## config.mk

```make
export PLATFORM = sky130hd
export DESIGN_NAME = vga_fb_arbiter
export DESIGN_NICKNAME = d
export VERILOG_FILES = /design/src/rtl/vga_pkg.sv /design/src/rtl/fb_addr_calc.sv /design/src/rtl/vga_fb_arbiter.sv
export SDC_FILE = /design/constraint.sdc
export NUM_CORES = 1
export LEC_CHECK = 0
export BUFFER_PORTS_ARGS = -buffer_cell sky130_fd_sc_hd__buf_2
export CELL_PAD_IN_SITES_DETAIL_PLACEMENT = 2
export CELL_PAD_IN_SITES_GLOBAL_PLACEMENT = 2
export CORE_UTILIZATION = 27
export DETAILED_ROUTE_END_ITERATION = 6
export PLACE_DENSITY = 0.85
export SLEW_MARGIN = 20
export SYNTH_ARGS = -nofsm -noshare
export SYNTH_HDL_FRONTEND = slang
export SYNTH_SLANG_ARGS = --single-unit
```

## constraint.sdc

```tcl
create_clock -name CLOCK_50 -period 2.45 [get_ports CLOCK_50]
set_clock_uncertainty 0.15 [all_clocks]
set_input_delay 0.3675 -clock CLOCK_50 [delete_from_list [all_inputs] [get_ports CLOCK_50]]
set_output_delay 0.3675 -clock CLOCK_50 [all_outputs]
set_load 0.005 [all_outputs]
```

## src/rtl/vga_pkg.sv

```systemverilog
// Shared framebuffer geometry, address width and arbiter state encoding.
package vga_pkg;
   localparam int unsigned FB_W      = 640;
   localparam int unsigned FB_H      = 480;
   localparam int unsigned FB_ADDR_W = 19;
   localparam int unsigned PIX_W_DEF = 8;

   typedef enum logic [1:0] {
      IDLE    = 2'd0,
      DISP_RD = 2'd1,
      WR      = 2'd2
   } arb_state_t;
endpackage

```

## src/rtl/fb_addr_calc.sv

```systemverilog
// Scan position to linear framebuffer address; row*640 built from two shifts.
module fb_addr_calc
   import vga_pkg::*;
(
   input  logic [8:0]           row,
   input  logic [9:0]           col,
   output logic [FB_ADDR_W-1:0] addr_c
);
   assign addr_c = (FB_ADDR_W'(row) << 9) + (FB_ADDR_W'(row) << 7) + FB_ADDR_W'(col);
endmodule

```

## src/rtl/vga_fb_arbiter.sv

```systemverilog
// Single-port framebuffer arbiter: display fetch always beats draw-engine writes.
// Optional stall statistics counter enabled with VGA_ARB_STATS_EN.
module vga_fb_arbiter #(
   parameter int unsigned PIX_W = vga_pkg::PIX_W_DEF,
   parameter int unsigned FB_W  = vga_pkg::FB_W,
   parameter int unsigned FB_H  = vga_pkg::FB_H
) (
   input  logic                          CLOCK_50,
   input  logic                          reset,
   input  logic                          blank,
   input  logic [8:0]                    row,
   input  logic [9:0]                    col,
   input  logic                          wr_valid,
   output logic                          wr_ready,
   input  logic [vga_pkg::FB_ADDR_W-1:0] wr_addr,
   input  logic [PIX_W-1:0]              wr_data,
   output logic [vga_pkg::FB_ADDR_W-1:0] mem_addr,
   output logic                          mem_we,
   output logic [PIX_W-1:0]              mem_wdata,
   input  logic [PIX_W-1:0]              mem_rdata,
   output logic [PIX_W-1:0]              pixel,
`ifdef VGA_ARB_STATS_EN
   output logic [15:0]                   stall_count,
`endif
   output logic                          pixel_valid
);
   import vga_pkg::FB_ADDR_W, vga_pkg::arb_state_t, vga_pkg::IDLE, vga_pkg::DISP_RD, vga_pkg::WR;

   localparam int unsigned FB_SIZE = FB_W * FB_H;

   arb_state_t           state, state_d;
   logic                 pend, pend_d;
   logic [FB_ADDR_W-1:0] mem_addr_d;
   logic                 mem_we_d;
   logic [PIX_W-1:0]     mem_wdata_d;
   logic [9:0]           col_q;
   logic                 blank_q;
   logic [FB_ADDR_W-1:0] disp_addr_c, disp_addr_q;
   logic                 trigger_c;
   logic                 in_range_c;
   logic                 rd_q;

   fb_addr_calc u_addr (
      .row    (row),
      .col    (col),
      .addr_c (disp_addr_c)
   );

   assign trigger_c  = (!blank && (col != col_q)) || (blank_q && !blank);
   assign in_range_c = 32'(wr_addr) < FB_SIZE;
   assign wr_ready   = !reset && (state == IDLE) && !trigger_c && !pend;

   // Next state and next registered memory-port values
   always_comb begin
      state_d     = state;
      pend_d      = pend;
      mem_addr_d  = mem_addr;
      mem_we_d    = 1'b0;
      mem_wdata_d = mem_wdata;
      if (trigger_c) pend_d = 1'b1;
      case (state)
         IDLE: begin
            if (trigger_c || pend) begin
               state_d    = DISP_RD;
               pend_d     = 1'b0;
               mem_addr_d = trigger_c ? disp_addr_c : disp_addr_q;
            end else if (wr_valid) begin
               state_d     = WR;
               mem_addr_d  = wr_addr;
               mem_wdata_d = wr_data;
               mem_we_d    = in_range_c;
            end
         end
         DISP_RD: state_d = IDLE;
         WR:      state_d = IDLE;
         default: state_d = IDLE;
      endcase
   end

   always_ff @(posedge CLOCK_50) begin
      if (reset) begin
         state     <= IDLE;
         pend      <= 1'b0;
         mem_addr  <= '0;
         mem_we    <= 1'b0;
         mem_wdata <= '0;
      end else begin
         state     <= state_d;
         pend      <= pend_d;
         mem_addr  <= mem_addr_d;
         mem_we    <= mem_we_d;
         mem_wdata <= mem_wdata_d;
      end
   end

   // Scan history, newest display address and read-data capture
   always_ff @(posedge CLOCK_50) begin
      if (reset) begin
         col_q       <= '0;
         blank_q     <= 1'b1;
         disp_addr_q <= '0;
         rd_q        <= 1'b0;
         pixel       <= '0;
         pixel_valid <= 1'b0;
      end else begin
         col_q       <= col;
         blank_q     <= blank;
         rd_q        <= (state == DISP_RD);
         pixel_valid <= rd_q;
         if (trigger_c) disp_addr_q <= disp_addr_c;
         if (rd_q)      pixel       <= mem_rdata;
      end
   end

`ifdef VGA_ARB_STATS_EN
   always_ff @(posedge CLOCK_50) begin
      if (reset) begin
         stall_count <= '0;
      end else if (wr_valid && !wr_ready && (stall_count != 16'hFFFF)) begin
         stall_count <= stall_count + 16'd1;
      end
   end
`endif
endmodule

```

==> summary.md, run 1 <==
| Metric | Value |
|---|---|
| HPWL after detailed placement | 7510 um |
| Vias in the first global route | 3285 |
| Synthesized cell area | 3210 um^2 |
| Worst Path Required | 2.52 ns |
| Seq/Total Area, Yosys | 44.3% |
| Synth area leaders | dfxtp_1 (44%), mux2i_1 (9.0%), ha_1 (6.6%), nor2_1 (6.1%), a221o_1 (3.4%) |
| Die X | 111 um |
| Die area | about 12000 um^2 |
| Initial antenna violation count | 0 |
| Hold Buf Count CTS | 0 |
| Switching power | 0.000859 W |
| Synth cell types | 52 |
| Num CTS Buffers | 9 |
| Clk Latency, worst-skew pair | ~0.34 ns |
| Relative slew margins | 61.4% |
| P_int | ~0.0024 W |
| Final setup viols | 0 |
| Multiplexer area fraction after synthesis | under 10% |
| Syn Nets | 412 |
| Hold Slack | 0.0866 ns |
| Mean area per synthesized cell | between 9 and 10 um^2 |
| Synth top area share | between 40% and 50% |
| End-of-flow core utilization | 38.9% |
| Top-count cell post-synth | dfxtp_1 |
| Placer congestion estimate | roughly 0.78 |
| Clock root buffer | clkbuf_16 |
| Lkg Pwr | 2.10 nW |
| CP Launch Type | input pin |
| Combinational share of power | 19.6% |
| Tmin final | around 2.4 ns |
| Starting Density | 27.9% |
| Pins Over Slew Limit | 0 |
| Seq pwr share | roughly two fifths |
| Global route total overflow | 0 |
| DR vias | around 2900 |
| Drt wl/cell | 16.5 um |
| Clock H-tree levels | 3 |
| Failing checks | DRC |
| Ys flop type | dfxtp_1 |
| Cell taking the most area after synthesis | dfxtp_1 |
| Post-synthesis cell count | 335 |
| Status | complete, but fails checks |
| CTS tree | built |
| GRT Total Usage | 17.3% |
| Clk sinks | about 70 |
| Initial DRC Count | 97 |
| Post-Synth XOR/XNOR Area | 3.82% |
| Final instance area | between 4000 and 5000 um^2 |
| Area grow syn2layout | 39.6% |
| Synth Area in Adders | between 7 and 8% |
| Clk slew on worst S/H paths | 0.05 ns |
| Async SR Flop Fraction | 0% |
| IO buf count | 95 |
| Synthesized flop and latch total | slightly above 70 |
| Post-DP Area | 4090 um^2 |
| Final wirelength | ~10000 um |
| Layout cell share with drive strength beyond 1 | 36.3% |
| Worst Path Arrival | 2.48 ns |
| Worst Setup Path Type | in -> reg |
| Largest family of logic cells by synthesized area | simple AND/OR/NAND/NOR gates |
| Placement row count | 39 |
| Drt via density | just under 5 |
| Number of flops mapped to enable cells by yosys | 0 |
| Hold crit path type | in -> reg |
| Antenna Cells | 0 |
| Crit. End Element | register |
| Final net count | around 540 |
| MaxCap Viol Count | 0 |
| Pin count of the biggest net entering global routing | 55 |
| # fillers | roughly 1300 |
| Peak supply drop | between 0.3 and 0.4 mV |
| Global-route wire length before repair | 16600 um |
| Core Area | 11500 um^2 |
| Tightest Pin Transition | roughly 0.58 ns |
| Worst Path Max Fanout | 3 |
| Yosys Warn Count | 0 |
| Clock power frac | between 40% and 50% |
| Clock buffer depth | 2 |
| Synth Area in Simple Gates | 16.1% |
| Antenna-violating nets left | 0 |
| Die Ht | 111 um |
| Synth cell count leaders | dfxtp_1 (71), nor2_1 (52), mux2i_1 (29), nand2_1 (20), ha_1 (17) |
| Final period util | 98.5% |
| RSZ-0062 raised after global routing | yes |
| Fmax | slightly above 400 MHz |
| DRC Markers | 18 |
| Sw frac | 26.5% |
| PwrDens | between 700 and 800 nW/um^2 |
| # IOs | 96 |
| Pre-Repair DR Iteration Count | 6 |
| Compound-Gate Fraction of Synth Area | 15.1% |
| Final count of hold timing violations | 0 |
[kinds of logic (layout without fill, tap and decap cells)]
| family | Yosys count | count (layout) |
|---|---|---|
| multiplexers | 29 | 29 |
| AND/OR/NAND/NOR | 110 | 110 |
| flip-flops | 71 | 71 |
| adder cells (fa/ha/maj) | 19 | 19 |
| AO/OA/AOI/OAI | 65 | 65 |
| buffers and inverters | 27 | 155 |
| XOR/XNOR | 14 | 14 |
[power groups by stage]
stage	clock, W	sequential (W)	combinational (W)
floorplan	0	0.00130	0.000333
global placement	0	0.00131	0.000581
detailed placement	0	0.00131	0.000612
CTS	0.00135	0.00129	0.000626
global route	0.00140	0.00130	0.000707
finish	0.00131	0.00129	0.000636
[through the flow]
stage	setup TNS (ns)	setup slack [ns]	total power [W]	instances
2_1_floorplan	-0.0229	-0.0229	0.00164	335
3_3_place_gp	-2.53	-0.258	0.00189	586
3_5_place_dp	-4.44	-0.378	0.00193	586
4_1_cts	0	0.00926	0.00327	602
5_1_grt	-0.0968	-0.0526	0.00341	606
6_report	0	0.0363	0.00324	606
[critical path: stages]
cell and delay [ns]:
buf_8 0.09, inv_8 0.03, fa_1 0.56, inv_2 0.06, fa_2 0.37, and3_4 0.19, o2111ai_2 0.17, o211ai_1 0.13
mux2i_1 0.20, nor2_1 0.06, a221o_1 0.25
[final cells by class]
| cell class | instances | area (um^2) | area share (%) |
|---|---|---|---|
| Multi-Input combinational cell | 237 | 1720 | 38.4 |
| Sequential cell | 71 | 1420 | 31.7 |
| Timing Repair Buffer | 131 | 821 | 18.3 |
| Clock buffer | 12 | 256 | 5.73 |
| Tap cell | 143 | 179 | 3.99 |
| Clock inverter | 3 | 42.5 | 0.950 |
| Inverter | 9 | 41.3 | 0.922 |
[layer usage]
metal | up-vias | global-route usage, % | wire, um
met4 | 0 | 4.66 | 133
met3 | 14 | 5.03 | 427
met2 | 70 | 30.4 | 5100
met5 | - | 0 | 0
met1 | 1406 | 20.3 | 4350
li1 | 1432 | - | -
[registers in the layout, indices dropped and copies added (netlist names)]
name,count
mem_wdata,8
col_q,10
disp_addr_q,19
mem_addr,19
blank_q,1
pixel,8
pend,1
rd_q,1
state,2
pixel_valid,1
mem_we,1
[path summary, 6_finish.rpt]
check	start	endpoint	slack [ns]	cells after the start
max	row[2]	mem_addr[14]	0.04	11
min	wr_addr[18]	mem_we	0.09	2
max reg2reg	col_q[1]	mem_addr[3]	0.16	8
min reg2reg	state[1]	rd_q	0.27	1
[placed cells by master (no fill, tap or decap), types with 2 or more instances in the layout]
cell type and instances:
nor2_1 52, mux2i_1 29, inv_1 6, clkbuf_8 2, nor3_1 4, a21oi_2 2
nand2_1 20, xor2_1 11, a21oi_1 10, nand4_1 4, a31oi_1 3, nand3_1 6
xnor2_1 3, nor3_2 2, nor4_2 2, ha_1 17, o21ai_1 3, a221o_1 11
buf_4 32, a211oi_1 2, buf_12 5, nor2b_1 12, a22oi_1 2, inv_2 2
clkbuf_16 9, o21ai_0 4, dfxtp_1 71, buf_2 93, a21o_1 6, o21ai_2 2
o211ai_1 2
[what timing repair did]
action,4_1_cts,5_1_grt
gates resized for setup,3,15
setup endpoints to repair,5,10
buffers inserted,1,4
pin swaps,5,12
Power figures use the tool's default switching activity.
==> run 2: changes to the inputs <==
Settings changed: CELL_PAD_IN_SITES_DETAIL_PLACEMENT 2 to not set, CELL_PAD_IN_SITES_GLOBAL_PLACEMENT 2 to not set, CORE_UTILIZATION 27 to 46, PLACE_DENSITY 0.85 to 0.86.
==> summary.md, run 2 (synthesis results as in run 1) <==
| Metric | Value |
|---|---|
| # IOs | 96 (unchanged) |
| Reg-to-Reg Start | col_q[1] (unchanged) |
| Relative slew margins | 68.4% (was 61.4%) |
| IO buf count | 95 (unchanged) |
| Hold crit path type | in -> reg (unchanged) |
| CTS tree | built (unchanged) |
| Tmin final | 2.41 ns (about the same) |
| Pre-Repair DR Iteration Count | 4 (was 6) |
| Peak supply drop | 0.482 mV (was 0.353 mV) |
| Hold Path Origin | wr_addr[18] (unchanged) |
| Initial DRC Count | 122 (was 97) |
| Final setup viols | 0 (unchanged) |
| Path depth of the worst reg2reg path | 8 (unchanged) |
| Clk sinks | 71 (unchanged) |
| Cell count after placement | 527 (was 586) |
| Vias in the first global route | 2742 (was 3285) |
| Status | complete, no violations (was complete, but fails checks) |
| Antenna-violating nets left | 0 (unchanged) |
| Post-DP Area | 4020 um^2 (was 4090 um^2) |
| Area grow syn2layout | 33.8% (was 39.6%) |
| PwrDens | 683 nW/um^2 (was 723 nW/um^2) |
| Antenna Cells | 0 (unchanged) |
| Final net count | 537 (was 536) |
| Worst Path Max Fanout | 3 (unchanged) |
| Final instance area | 4290 um^2 (was 4480 um^2) |
| Dpl ws | -0.311 ns (was -0.378 ns) |
| Worst Path Required | 2.52 ns (about the same) |
| Num CTS Buffers | 9 (unchanged) |
| Largest regs | disp_addr_q x19, mem_addr x19, col_q x10 (unchanged) |
| Clk slew on worst S/H paths | 0.08 ns (was 0.05 ns) |
| End-of-flow core utilization | 63.5% (was 38.9%) |
| Final count of hold timing violations | 0 (unchanged) |
| Tightest Pin Transition | 0.474 ns (was 0.579 ns) |
| Worst Setup Path Type | in -> reg (unchanged) |
| Worst hold path endpoint | mem_we (unchanged) |
| Die Ht | 85.5 um (was 111 um) |
| Clock H-tree levels | 3 (unchanged) |
| Layout cell share with drive strength beyond 1 | 35.7% (was 36.3%) |
| Crit. End Element | register (unchanged) |
| Worst Path Arrival | 2.48 ns (about the same) |
| Pins Over Slew Limit | 0 (unchanged) |
| Hold Buf Count CTS | 0 (unchanged) |
| DR vias | 2859 (was 2922) |
| Global route total overflow | 0 (unchanged) |
| Fmax | 415 MHz (was 414 MHz) |
| Die area | 7310 um^2 (was 12300 um^2) |
| Drt wl/cell | 13.8 um (was 16.5 um) |
| HPWL after detailed placement | 5780 um (was 7510 um) |
| Initial antenna violation count | 0 (unchanged) |
| Lkg Pwr | 2.06 nW (was 2.10 nW) |
| RSZ-0062 raised after global routing | yes (unchanged) |
| RR Endpoint | mem_addr[7] (was mem_addr[3]) |
| Placer congestion estimate | 0.898 (was 0.776) |
| Hold Slack | 0.0846 ns (was 0.0866 ns) |
| GRT Total Usage | 21.2% (was 17.3%) |
| R2R Setup Slk | 0.28 ns (was 0.16 ns) |
| Final period util | 98.4% (was 98.5%) |
| Clk Latency, worst-skew pair | 0.34 ns (about the same) |
| Final wirelength | 7520 um (was 10000 um) |
| Pin count of the biggest net entering global routing | 32 (was 55) |
| DRC Markers | 0 (was 18) |
| CP Launch Type | input pin (unchanged) |
| Clock root buffer | clkbuf_8 (was clkbuf_16) |
| MaxCap Viol Count | 0 (unchanged) |
| Most frequent cells in the layout | buf_2 (94), dfxtp_1 (71), nor2_1 (52) (was buf_2 (93), dfxtp_1 (71), nor2_1 (52)) |
| Commonest non-fill, non-tap cell in the layout | buf_2 (unchanged) |
| Drt via density | 5.25 (was 4.82) |
| Core Area | 6760 um^2 (was 11500 um^2) |
| Hold depth | 2 (unchanged) |
| Final setup margin | 0.0392 ns (was 0.0363 ns) |
| Fin cells | 545 (was 606) |
| Global-route wire length before repair | 12300 um (was 16600 um) |
| Placement row count | 30 (was 39) |
| Clock buffer depth | 2 (unchanged) |
| Die X | 85.5 um (was 111 um) |
| Starting Density | 47.5% (was 27.9%) |
[run 2: cell count changes in the layout (fill, tap and decap cells not counted), moves of 2 or more]
| cell | before | now |
|---|---|---|
| o21ai_2 | 2 | 0 |
| clkbuf_8 | 2 | 10 |
| buf_4 | 32 | 34 |
| buf_12 | 5 | 3 |
| clkbuf_16 | 9 | 0 |
| o21ai_0 | 4 | 6 |
[run 2: per-stage QoR]
step | setup TNS (ns) | power (W)
2_1_floorplan | -0.0229 | 0.00164
3_3_place_gp | -1.96 | 0.00187
3_5_place_dp | -3.09 | 0.00189
4_1_cts | 0 | 0.00294
5_1_grt | -0.0417 | 0.00308
6_report | 0 | 0.00293
[run 2: layout make-up]
cell class / count / area (um^2)
fill: 550 / 2460
inverter: 9 / 41.3
clock buffer: 10 / 138
timing repair buffer: 132 / 793
clock inverter: 6 / 92.6
tap: 80 / 100
sequential: 71 / 1420
multi-input combinational: 237 / 1710
[run 2: routing by layer]
layer | part of all wire (%) | track usage (%)
met4 | 1.1 | 6.82
met3 | 4.6 | 4.62
met5 | 0 | 0
met1 | 45 | 26.0
met2 | 50 | 37.0
[run 2: worst max-delay path by stage]
| stage | start | end | slack [ns] | cells after the start |
|---|---|---|---|---|
| finish | row[0] | mem_addr[14] | 0.04 | 11 |
| global placement | row[2] | mem_addr[14] | -0.23 | 11 |
| CTS | col_q[8] | wr_ready | 0.003 | 6 |
| floorplan | row[2] | mem_addr[14] | -0.02 | 10 |
| global route | row[0] | mem_addr[14] | -0.03 | 11 |
| detailed placement | row[2] | mem_addr[14] | -0.31 | 11 |
[run 2: worst max-delay path: stages]
cell and delay, ns:
buf_2 0.09, inv_1 0.05, fa_1 0.55, inv_2 0.05, fa_2 0.34, and3_4 0.17
o2111ai_2 0.18, o211ai_1 0.11, mux2i_1 0.23, nor2_1 0.08, a221o_1 0.26
[run 2: repair_timing]
action,CTS,global route
resized for setup,1,7
buffers inserted,1,1
endpoints found under the hold margin,0,0
endpoints found under the setup margin,1,5
pin swaps,1,4
[run 2: where the power goes]
part	total (W)	switching, W	internal (W)
registers	0.00128	0.0000430	0.00124
clock network	0.00105	0.000443	0.000606
logic	0.000602	0.000302	0.000300
total	0.00293	0.000788	0.00215
